File: src/rtl/uart_pkg.sv
// Shared definitions for the UART receive path: frame parser states, error flags
// and the clocks-per-bit figure also used by the UART receiver.
package uart_pkg;

    typedef enum logic [2:0] {
        S_HUNT    = 3'd0,
        S_LEN     = 3'd1,
        S_PAYLOAD = 3'd2,
        S_CHK     = 3'd3,
        S_OUT     = 3'd4
    } state_t;

    typedef struct packed {
        logic len;
        logic chk;
        logic timeout;
        logic overrun;
    } err_t;

    localparam logic [7:0] DEF_SOF_BYTE = 8'h55;

    function automatic int calc_cycle(input int clk_fre, input int baud_rate);
        return clk_fre * 1000000 / baud_rate;
    endfunction

endpackage

File: src/rtl/frame_buf.sv
// Payload store: registered write port, combinational read port.
// Addresses at or beyond MAX_LEN are ignored on write and read back as zero.
module frame_buf #(
    parameter int MAX_LEN = 16,
    parameter int PW      = $clog2(MAX_LEN + 1)
) (
    input  logic          clk,
    input  logic          i_we,
    input  logic [PW-1:0] i_waddr,
    input  logic [7:0]    i_wdata,
    input  logic [PW-1:0] i_raddr,
    output logic [7:0]    o_rdata
);
    localparam int            AW    = (MAX_LEN > 1) ? $clog2(MAX_LEN) : 1;
    localparam logic [PW-1:0] DEPTH = PW'(MAX_LEN);

    logic [7:0] r_mem [MAX_LEN];

    always_ff @(posedge clk) begin
        if (i_we && (i_waddr < DEPTH)) r_mem[i_waddr[AW-1:0]] <= i_wdata;
    end

    assign o_rdata = (i_raddr < DEPTH) ? r_mem[i_raddr[AW-1:0]] : 8'h00;

endmodule

File: src/rtl/uart_frame_parser.sv
// Parses SOF/LEN/PAYLOAD/CHK frames from the UART receiver, buffers the payload
// and streams it out with valid/ready once the checksum has matched.
module uart_frame_parser
    import uart_pkg::*;
#(
    parameter int         CLK_FRE       = 50,
    parameter int         BAUD_RATE     = 115200,
    parameter int         MAX_LEN       = 16,
    parameter logic [7:0] SOF_BYTE      = DEF_SOF_BYTE,
    parameter int         TIMEOUT_BYTES = 4
) (
    input  logic        clk,
    input  logic        rst_n,
    input  logic [7:0]  i_rx_data,
    input  logic        i_rx_data_ready,
    output logic        o_rx_data_valid,
    output logic [7:0]  o_pkt_data,
    output logic        o_pkt_valid,
    output logic        o_pkt_last,
    input  logic        i_pkt_ready,
    output logic        o_err_len,
    output logic        o_err_chk,
    output logic        o_err_timeout,
    output logic        o_err_overrun,
    output logic [15:0] o_frame_cnt
);
    localparam int            PW        = $clog2(MAX_LEN + 1);
    localparam int            TO_LIMIT  = TIMEOUT_BYTES * 10 * calc_cycle(CLK_FRE, BAUD_RATE);
    localparam int            TW        = $clog2(TO_LIMIT + 1);
    localparam logic [7:0]    MAX_LEN_B = 8'(MAX_LEN);
    localparam logic [TW-1:0] TO_LAST   = TW'(TO_LIMIT - 1);
    localparam logic [TW-1:0] TO_ONE    = TW'(1);
    localparam logic [PW-1:0] PTR_ONE   = PW'(1);

    state_t        r_state, w_state_nxt;
    logic          r_ready_d, r_rx_valid;
    logic [PW-1:0] r_len, w_len_nxt;
    logic [PW-1:0] r_wr_ptr, w_wr_ptr_nxt;
    logic [PW-1:0] r_rd_ptr, w_rd_ptr_nxt;
    logic [7:0]    r_sum, w_sum_nxt;
    logic [TW-1:0] r_to_cnt, w_to_cnt_nxt;
    logic [15:0]   r_frame_cnt;
    err_t          r_err, w_err;
    logic [7:0]    w_rd_data;
    logic          w_stb, w_we, w_frame_ok, w_last, w_to_hit, w_in_frame;

    assign w_stb      = i_rx_data_ready & ~r_ready_d;
    assign w_last     = (r_rd_ptr == r_len - PTR_ONE);
    assign w_to_hit   = (r_to_cnt == TO_LAST);
    assign w_in_frame = (r_state == S_LEN) || (r_state == S_PAYLOAD) || (r_state == S_CHK);

    always_comb begin
        w_state_nxt  = r_state;
        w_len_nxt    = r_len;
        w_wr_ptr_nxt = r_wr_ptr;
        w_rd_ptr_nxt = r_rd_ptr;
        w_sum_nxt    = r_sum;
        w_to_cnt_nxt = '0;
        w_we         = 1'b0;
        w_frame_ok   = 1'b0;
        w_err        = '0;
        case (r_state)
            S_HUNT: begin
                if (w_stb && (i_rx_data == SOF_BYTE)) w_state_nxt = S_LEN;
            end
            S_LEN: begin
                if (w_stb) begin
                    if ((i_rx_data == 8'd0) || (i_rx_data > MAX_LEN_B)) begin
                        w_err.len   = 1'b1;
                        w_state_nxt = S_HUNT;
                    end else begin
                        w_len_nxt    = i_rx_data[PW-1:0];
                        w_sum_nxt    = i_rx_data;
                        w_wr_ptr_nxt = '0;
                        w_state_nxt  = S_PAYLOAD;
                    end
                end
            end
            S_PAYLOAD: begin
                if (w_stb) begin
                    w_we         = 1'b1;
                    w_sum_nxt    = r_sum + i_rx_data;
                    w_wr_ptr_nxt = r_wr_ptr + PTR_ONE;
                    if (r_wr_ptr == r_len - PTR_ONE) w_state_nxt = S_CHK;
                end
            end
            S_CHK: begin
                if (w_stb) begin
                    if (i_rx_data == r_sum) begin
                        w_rd_ptr_nxt = '0;
                        w_frame_ok   = 1'b1;
                        w_state_nxt  = S_OUT;
                    end else begin
                        w_err.chk   = 1'b1;
                        w_state_nxt = S_HUNT;
                    end
                end
            end
            S_OUT: begin
                // Bytes arriving while draining are acked and dropped.
                if (w_stb) w_err.overrun = 1'b1;
                if (i_pkt_ready) begin
                    w_rd_ptr_nxt = r_rd_ptr + PTR_ONE;
                    if (w_last) w_state_nxt = S_HUNT;
                end
            end
            default: w_state_nxt = S_HUNT;
        endcase
        // A byte landing on the limit cycle wins over the timeout.
        if (w_in_frame && !w_stb) begin
            if (w_to_hit) begin
                w_err.timeout = 1'b1;
                w_state_nxt   = S_HUNT;
            end else begin
                w_to_cnt_nxt = r_to_cnt + TO_ONE;
            end
        end
    end

    always_ff @(posedge clk or negedge rst_n) begin
        if (!rst_n) begin
            r_state     <= S_HUNT;
            r_ready_d   <= 1'b0;
            r_rx_valid  <= 1'b0;
            r_len       <= '0;
            r_wr_ptr    <= '0;
            r_rd_ptr    <= '0;
            r_sum       <= '0;
            r_to_cnt    <= '0;
            r_frame_cnt <= '0;
            r_err       <= '0;
        end else begin
            r_state    <= w_state_nxt;
            r_ready_d  <= i_rx_data_ready;
            r_rx_valid <= w_stb;
            r_len      <= w_len_nxt;
            r_wr_ptr   <= w_wr_ptr_nxt;
            r_rd_ptr   <= w_rd_ptr_nxt;
            r_sum      <= w_sum_nxt;
            r_to_cnt   <= w_to_cnt_nxt;
            r_err      <= w_err;
            if (w_frame_ok) r_frame_cnt <= r_frame_cnt + 16'd1;
        end
    end

    frame_buf #(
        .MAX_LEN (MAX_LEN),
        .PW      (PW)
    ) u_frame_buf (
        .clk     (clk),
        .i_we    (w_we),
        .i_waddr (r_wr_ptr),
        .i_wdata (i_rx_data),
        .i_raddr (r_rd_ptr),
        .o_rdata (w_rd_data)
    );

    assign o_rx_data_valid = r_rx_valid;
    assign o_pkt_valid     = (r_state == S_OUT);
    assign o_pkt_data      = o_pkt_valid ? w_rd_data : 8'h00;
    assign o_pkt_last      = o_pkt_valid & w_last;
    assign o_err_len       = r_err.len;
    assign o_err_chk       = r_err.chk;
    assign o_err_timeout   = r_err.timeout;
    assign o_err_overrun   = r_err.overrun;
    assign o_frame_cnt     = r_frame_cnt;

endmodule

File: config.mk
export PLATFORM = sky130hd
export DESIGN_NAME = uart_frame_parser
export DESIGN_NICKNAME = d
export VERILOG_FILES = /design/src/rtl/uart_pkg.sv /design/src/rtl/frame_buf.sv /design/src/rtl/uart_frame_parser.sv
export SDC_FILE = /design/constraint.sdc
export NUM_CORES = 1
export LEC_CHECK = 0
export CAP_MARGIN = 5
export CORE_UTILIZATION = 30
export CTS_CLUSTER_DIAMETER = 50
export DETAILED_ROUTE_END_ITERATION = 7
export GPL_TIMING_DRIVEN = 0
export PLACE_DENSITY_LB_ADDON = 0.3
export SLEW_MARGIN = 20
export SYNTH_ARGS = -nofsm -noshare
export SYNTH_HDL_FRONTEND = slang
export SYNTH_SLANG_ARGS = --single-unit
File: constraint.sdc
create_clock -name clk -period 2.7 [get_ports clk]
set_input_delay 0.27 -clock clk [delete_from_list [all_inputs] [get_ports clk]]
set_output_delay 0.27 -clock clk [all_outputs]
set_load 0.01 [all_outputs]
==> results of run 1 <==
[registers in the layout, indices dropped and copies added, names as in the netlist]
| signal | cells |
|---|---|
| r_len | 5 |
| o_err_overrun | 1 |
| r_state | 3 |
| u_frame_buf.r_mem | 128 |
| o_err_len | 1 |
| r_to_cnt | 15 |
| o_rx_data_valid | 1 |
| o_err_timeout | 1 |
| r_rd_ptr | 5 |
| o_frame_cnt | 16 |
| r_sum | 8 |
| r_ready_d | 1 |
| r_wr_ptr | 5 |
| o_err_chk | 1 |
[critical path, stage by stage (launching register included)]
cell and delay, ns:
dfrtp_1 0.39, buf_8 0.15, buf_12 0.15, buf_12 0.13
buf_6 0.09, mux4_2 0.51, mux2i_2 0.21, a211oi_2 0.11
buf_2 0.16
[cell families after synthesis]
logic type	Yosys count
adder cells (fa/ha/maj)	16
multiplexers	47
buffers and inverters	34
XOR/XNOR	50
flip-flops	191
AO/OA/AOI/OAI	59
AND/OR/NAND/NOR	170
[area by class of cell]
cell class / instances / area, sq um / area share
Buffer: 21 / 184 / 0.0179
Tap cell: 378 / 473 / 0.0460
Clock inverter: 14 / 169 / 0.0164
Clock buffer: 18 / 429 / 0.0418
Timing Repair Buffer: 63 / 571 / 0.0555
Inverter: 12 / 45.0 / 0.00438
Sequential cell: 191 / 5420 / 0.528
Multi-Input combinational cell: 342 / 2980 / 0.290
[per-stage QoR]
stage               total power, mW  hold WS [ns]  instances
finish                         7.91         0.303       1039
global route                   8.26         0.315       1039
CTS                            7.87         0.301       1029
detailed placement             5.13         0.226        988
global placement               5.11         0.466        987
floorplan                      4.50       -0.0256        567
[routing by layer]
metal | vias to the layer above | track usage | wire length, um
li1 | 2301 | - | -
met1 | 2523 | 0.177 | 8660
met2 | 101 | 0.221 | 8950
met3 | 9 | 0.0328 | 828
met4 | 0 | 0.0239 | 102
met5 | - | 0 | 0
[power by group through the flow]
| stage | clock [mW] | combinational (mW) | sequential [mW] |
|---|---|---|---|
| 4_1_cts | 2.58 | 2.06 | 3.24 |
| 6_report | 2.51 | 2.16 | 3.24 |
| 3_5_place_dp | 0 | 1.87 | 3.26 |
| 5_1_grt | 2.70 | 2.32 | 3.24 |
| 3_3_place_gp | 0 | 1.85 | 3.26 |
| 2_1_floorplan | 0 | 1.24 | 3.25 |
[cells in the final DEF, fill, tap and decap left out, types with 6 or more instances in the layout]
cell / netlist / routed
edfxtp_1: 128 / 128
mux2i_1: 10 / 6
ha_1: 15 / 15
nor3_1: 16 / 11
nor3_2: 2 / 7
clkbuf_16: 0 / 18
and3_1: 11 / 11
nand3_1: 19 / 19
clkdlybuf4s50_1: 0 / 25
xor2_1: 19 / 18
buf_4: 1 / 22
dfrtp_1: 63 / 63
dlygate4sd2_1: 0 / 7
a21oi_1: 10 / 10
mux4_2: 32 / 32
inv_1: 11 / 11
nand4_1: 10 / 10
o21ai_0: 11 / 11
nand2_1: 34 / 33
a211oi_2: 0 / 8
nor2_1: 43 / 40
buf_2: 10 / 9
a211oi_1: 20 / 12
nor2b_1: 12 / 12
xnor2_1: 31 / 30
[worst max path at each step]
stage	start	endpoint	slack (ns)
floorplan	r_ready_d	u_frame_buf.r_mem[0][0]	0.62
global placement	rst_n	r_wr_ptr[3]	-0.76
detailed placement	i_rx_data[5]	o_frame_cnt[1]	-0.54
CTS	r_rd_ptr[0]	o_pkt_data[5]	0.0004
global route	r_rd_ptr[0]	o_pkt_data[7]	-0.009
finish	r_rd_ptr[0]	o_pkt_data[4]	0.09
[what timing repair did]
| item | in CTS | in global routing |
|---|---|---|
| hold buffers | 1 | 0 |
| cloned | 0 | 1 |
| pin swaps | 3 | 2 |
| resized for setup | 55 | 19 |
| setup buffers | 9 | 9 |
| endpoints found under the setup margin | 16 | 27 |
| hold endpoints to repair | 28 | 0 |
==> results.sh, run 1 <==
export IMPL_seq_area_frac_synth=0.640
export IMPL_num_rows=61
export IMPL_comb_power_share=0.273
export IMPL_syn_area_per_cell_sq_um=14.9
export IMPL_final_nets=676
export IMPL_grt_max_degree=36
export IMPL_yosys_top_cells_count="edfxtp_1 (128), dfrtp_1 (63), nor2_1 (43), nand2_1 (34), mux4_2 (32)"
export IMPL_tritoncts="yes"
export IMPL_period_share=0.966
export IMPL_status="completed"
export IMPL_p_sw_frac=0.292
export IMPL_rr_endpoint="u_frame_buf.r_mem[12][1]"
export IMPL_h_tree_depth=4
export IMPL_synth_xor_area_share=0.0517
export IMPL_yosys_area_top_type="edfxtp_1"
export IMPL_ir_drop_uv=377
export IMPL_hold_class="in2async"
export IMPL_antenna_found_initial=0
export IMPL_synthSimpleGateAreaFrac=0.109
export IMPL_p_int_mw=5.60
export IMPL_clk_path_buf_depth=2
export IMPL_die_w_um=170
export IMPL_place_area_sq_um=9400
export IMPL_layout_drive_gt1_share=0.228
export IMPL_final_setup_viol_count=0
export IMPL_slew_headroom=0.350
export IMPL_p_per_area_nw_per_um2=770
export IMPL_start_kind="register"
export IMPL_start_util=0.305
export IMPL_netlist_area_sq_um=8470
export IMPL_dp_final_hpwl_mm=12.3
export IMPL_coreArea_sq_um=27800
export IMPL_final_antenna_net_count=0
export IMPL_gr_total_overflow=0
export IMPL_die_y_um=170
export IMPL_root_buffer="clkbuf_16"
export IMPL_num_io_pins=43
export IMPL_cp_required_ns=2.43
export IMPL_muxShareOfSynthArea=0.104
export IMPL_nFillCells=2694
export IMPL_vias_per_cell=4.75
export IMPL_finalCriticalPeriod_ns=2.61
export IMPL_ys_ff_latch=191
export IMPL_synthFlopType="edfxtp_1"
export IMPL_synthCells=567
export IMPL_arrival_ns=2.34
export IMPL_fin_area_sq_um=10300
export IMPL_yosysTopAreaCellShare=0.454
export IMPL_synth_area_top_cells="edfxtp_1 (45%), dfrtp_1 (19%), mux4_2 (8.5%), xnor2_1 (3.2%), ha_1 (2.2%)"
export IMPL_end_kind="output port"
export IMPL_clk_latency_ns=0.44
export IMPL_clkPwrFrac=0.318
export IMPL_cts_buffers=17
export IMPL_ys_async_sr_fraction=0.330
export IMPL_grtUsageTotal=0.133
export IMPL_critPathMaxFanout=10
export IMPL_regToRegStartpoint="r_ready_d"
export IMPL_p_leak_nw=3.77
export IMPL_wl_mm=18.5
export IMPL_seqPwrFrac=0.409
export IMPL_die_area_sq_um=28900
export IMPL_clock_sinks=191
export IMPL_critical_path_class="reg2out"
export IMPL_synth_adder_area_share=0.0245
export IMPL_synth_compound_area_share=0.0483
export IMPL_antennaDiodeCount=0
export IMPL_drtPass1Iterations=4
export IMPL_r2r_cells=6
export IMPL_synth_edf_count=128
export IMPL_r2r_slack_ns=0.24
export IMPL_vias=4934
export IMPL_synth_warning_count=0
export IMPL_wl_per_cell_um=17.9
export IMPL_area_growth_pct=21.3
export IMPL_clk_pin_slew_ns=0.07
export IMPL_setup_ws_ns=0.0919
export IMPL_io_buffers=42
export IMPL_final_util=0.370
export IMPL_fin_tns_setup_ns=0
export IMPL_worst_pin_slew_ns=0.975
export IMPL_synth_most_common_cell="edfxtp_1"
export IMPL_hold_viol_final=0
export IMPL_route_detailed_drc=0
export IMPL_max_freq_ghz=0.383
export IMPL_place_congestion=0.821
export IMPL_fin_skew_ns=0.0154
export IMPL_yosysUniqueCellTypes=58
export IMPL_cap_violations=0
export IMPL_drt_iter0_markers=305
export IMPL_grt_pass1_wl_mm=28.7
export IMPL_drv_slew=0
export IMPL_grt_pass1_vias=5096
export IMPL_switchingPower_mw=2.31
export IMPL_synth_fp_nets=595
export IMPL_synth_top_family_by_area="simple AND/OR/NAND/NOR gates"
export IMPL_pre_cts_ws_ns=-0.545
export IMPL_grt_setup_unrepaired="yes"
Note: power is estimated with default switching activity, not from simulation.
==> run 2: changes to the inputs <==
CAP_MARGIN = not set   (was 5)
==> results of run 2 <==
No change in the layout: final DEF, timing and power equal those of run 1.
==> run 3: changes to the inputs <==
RECOVER_POWER = 25   (was not set)
==> results.sh, run 3 (synthesis results as in run 1) <==
export IMPL_multi_input_area_sq_um=2980
export IMPL_coreArea_sq_um=27800
export IMPL_place_area_sq_um=9400
export IMPL_final_common_cell="edfxtp_1"
export IMPL_clkPwrFrac=0.318
export IMPL_hold_class="reg2reg"
export IMPL_vias=4933
export IMPL_antenna_found_initial=0
export IMPL_grtUsageTotal=0.133
export IMPL_wl_mm=18.5
export IMPL_grt_pass1_vias=5096
export IMPL_critPathMaxFanout=10
export IMPL_hp_start="r_to_cnt[0]"
export IMPL_grt_pass1_wl_mm=28.7
export IMPL_slew_headroom=-0.0752
export IMPL_seqCellArea_sq_um=5420
export IMPL_comb_power_share=0.273
export IMPL_start_kind="register"
export IMPL_ir_drop_uv=379
export IMPL_vias_per_cell=4.75
export IMPL_route_detailed_drc=0
export IMPL_regToRegStartpoint="r_ready_d"
export IMPL_worst_pin_slew_ns=1.61
export IMPL_worstPathCellList="buf_8, buf_12, buf_12, buf_6, mux4_2, mux2i_2, a211oi_2, buf_2"
export IMPL_hold_slack_ns=0.484
export IMPL_hold_viol_final=0
export IMPL_fin_skew_ns=0.0158
export IMPL_cp_required_ns=2.43
export IMPL_die_y_um=170
export IMPL_clock_sinks=191
export IMPL_grt_setup_unrepaired="yes"
export IMPL_drt_iter0_markers=322
export IMPL_die_w_um=170
export IMPL_final_setup_viol_count=0
export IMPL_final_nets=676
export IMPL_dp_final_hpwl_mm=12.3
export IMPL_switchingPower_mw=2.30
export IMPL_nFillCells=2697
export IMPL_grt_max_degree=36
export IMPL_p_per_area_nw_per_um2=771
export IMPL_wl_per_cell_um=17.8
export IMPL_critPathMostFrequentCell="buf_12"
export IMPL_place_congestion=0.821
export IMPL_slowest_delay_ns=0.51
export IMPL_cp_startpoint="r_rd_ptr[0]"
export IMPL_root_buffer="clkbuf_16"
export IMPL_cap_violations=1
export IMPL_num_rows=61
export IMPL_tritoncts="yes"
export IMPL_start_util=0.305
export IMPL_arrival_ns=2.34
export IMPL_drv_slew=29
export IMPL_h_tree_depth=4
export IMPL_gr_total_overflow=0
export IMPL_end_kind="output port"
export IMPL_max_freq_ghz=0.383
export IMPL_worst_path_buf_inv=5
export IMPL_num_io_pins=43
export IMPL_drtPass1Iterations=4
export IMPL_largest_register_ffs=128
export IMPL_crit_path_top_delay_cell="mux4_2"
export IMPL_area_growth_pct=21.1
export IMPL_cts_buffers=17
export IMPL_p_leak_nw=3.74
export IMPL_seqPwrFrac=0.409
export IMPL_p_sw_frac=0.291
export IMPL_finalCriticalPeriod_ns=2.61
export IMPL_clk_latency_ns=0.43
export IMPL_die_area_sq_um=28900
export IMPL_fin_area_sq_um=10200
export IMPL_p_int_mw=5.60
export IMPL_clk_pin_slew_ns=0.07
export IMPL_crit_family="multiplexers"
export IMPL_period_share=0.966
export IMPL_status="finished with violations"
export IMPL_violations="capacitance limit, slew limit"
export IMPL_critical_path_class="reg2out"
export IMPL_final_antenna_net_count=0
export IMPL_layout_drive_gt1_share=0.227
export IMPL_layout_common_cells="edfxtp_1 (128), dfrtp_1 (63), nor2_1 (40), nand2_1 (33), mux4_2 (32)"
export IMPL_io_buffers=42
export IMPL_antennaDiodeCount=0
export IMPL_clk_path_buf_depth=2
-- run 3: final cells by class --
| cell class | count | share of cell area |
|---|---|---|
| Multi-Input combinational cell | 342 | 0.291 |
| Tap cell | 378 | 0.0461 |
| Timing Repair Buffer | 63 | 0.0535 |
| Clock buffer | 18 | 0.0419 |
| Inverter | 12 | 0.00439 |
| Sequential cell | 191 | 0.529 |
| Clock inverter | 14 | 0.0165 |
| Buffer | 21 | 0.0179 |
-- run 3: worst paths after layout --
| check | to | slack, ns | cells after the start |
|---|---|---|---|
| worst max register to register | u_frame_buf.r_mem[12][1] | 0.23 | 6 |
| min in group asynchronous | o_frame_cnt[11] | 0.79 | 2 |
| worst min register to register | r_to_cnt[0] | 0.48 | 1 |
| worst min-delay path | r_to_cnt[0] | 0.48 | 1 |
| max in group asynchronous | r_rd_ptr[1] | 0.97 | 2 |
| worst max-delay path | o_pkt_data[4] | 0.09 | 8 |
-- run 3: per-layer routing --
metal	share of wire	up-vias	wire [um]	global-route usage
li1	-	2301	-	-
met1	0.47	2536	8660	0.177
met2	0.49	89	9000	0.221
met3	0.040	7	746	0.0328
met4	0.0053	0	99	0.0239
met5	0	-	0	0
-- run 3: what timing repair did --
item,4_1_cts,5_1_grt
setup buffers,9,9
setup endpoints to repair,16,27
hold endpoints to repair,28,0
cloned,0,1
pin swaps,3,2
hold buffers,1,0
gates resized for setup,55,19
-- run 3: stage by stage --
step / utilization / cells / power, mW / TNS (ns) / worst slack [ns]
floorplan: - / 567 / 4.50 / 0 / 0.617
global placement: 0.337 / 987 / 5.11 / -85.80 / -0.762
detailed placement: 0.338 / 988 / 5.13 / -28.76 / -0.545
CTS: 0.366 / 1029 / 7.87 / 0 / 0.000412
global route: 0.369 / 1039 / 8.25 / -0.0551 / -0.00938
finish: 0.369 / 1039 / 7.90 / 0 / 0.0921
-- run 3: power groups by stage --
stage	Clock, mW	Combinational (mW)	Sequential [mW]
floorplan	0	1.24	3.25
global placement	0	1.85	3.26
detailed placement	0	1.87	3.26
CTS	2.58	2.06	3.24
finish	2.51	2.16	3.24
global route	2.70	2.32	3.24
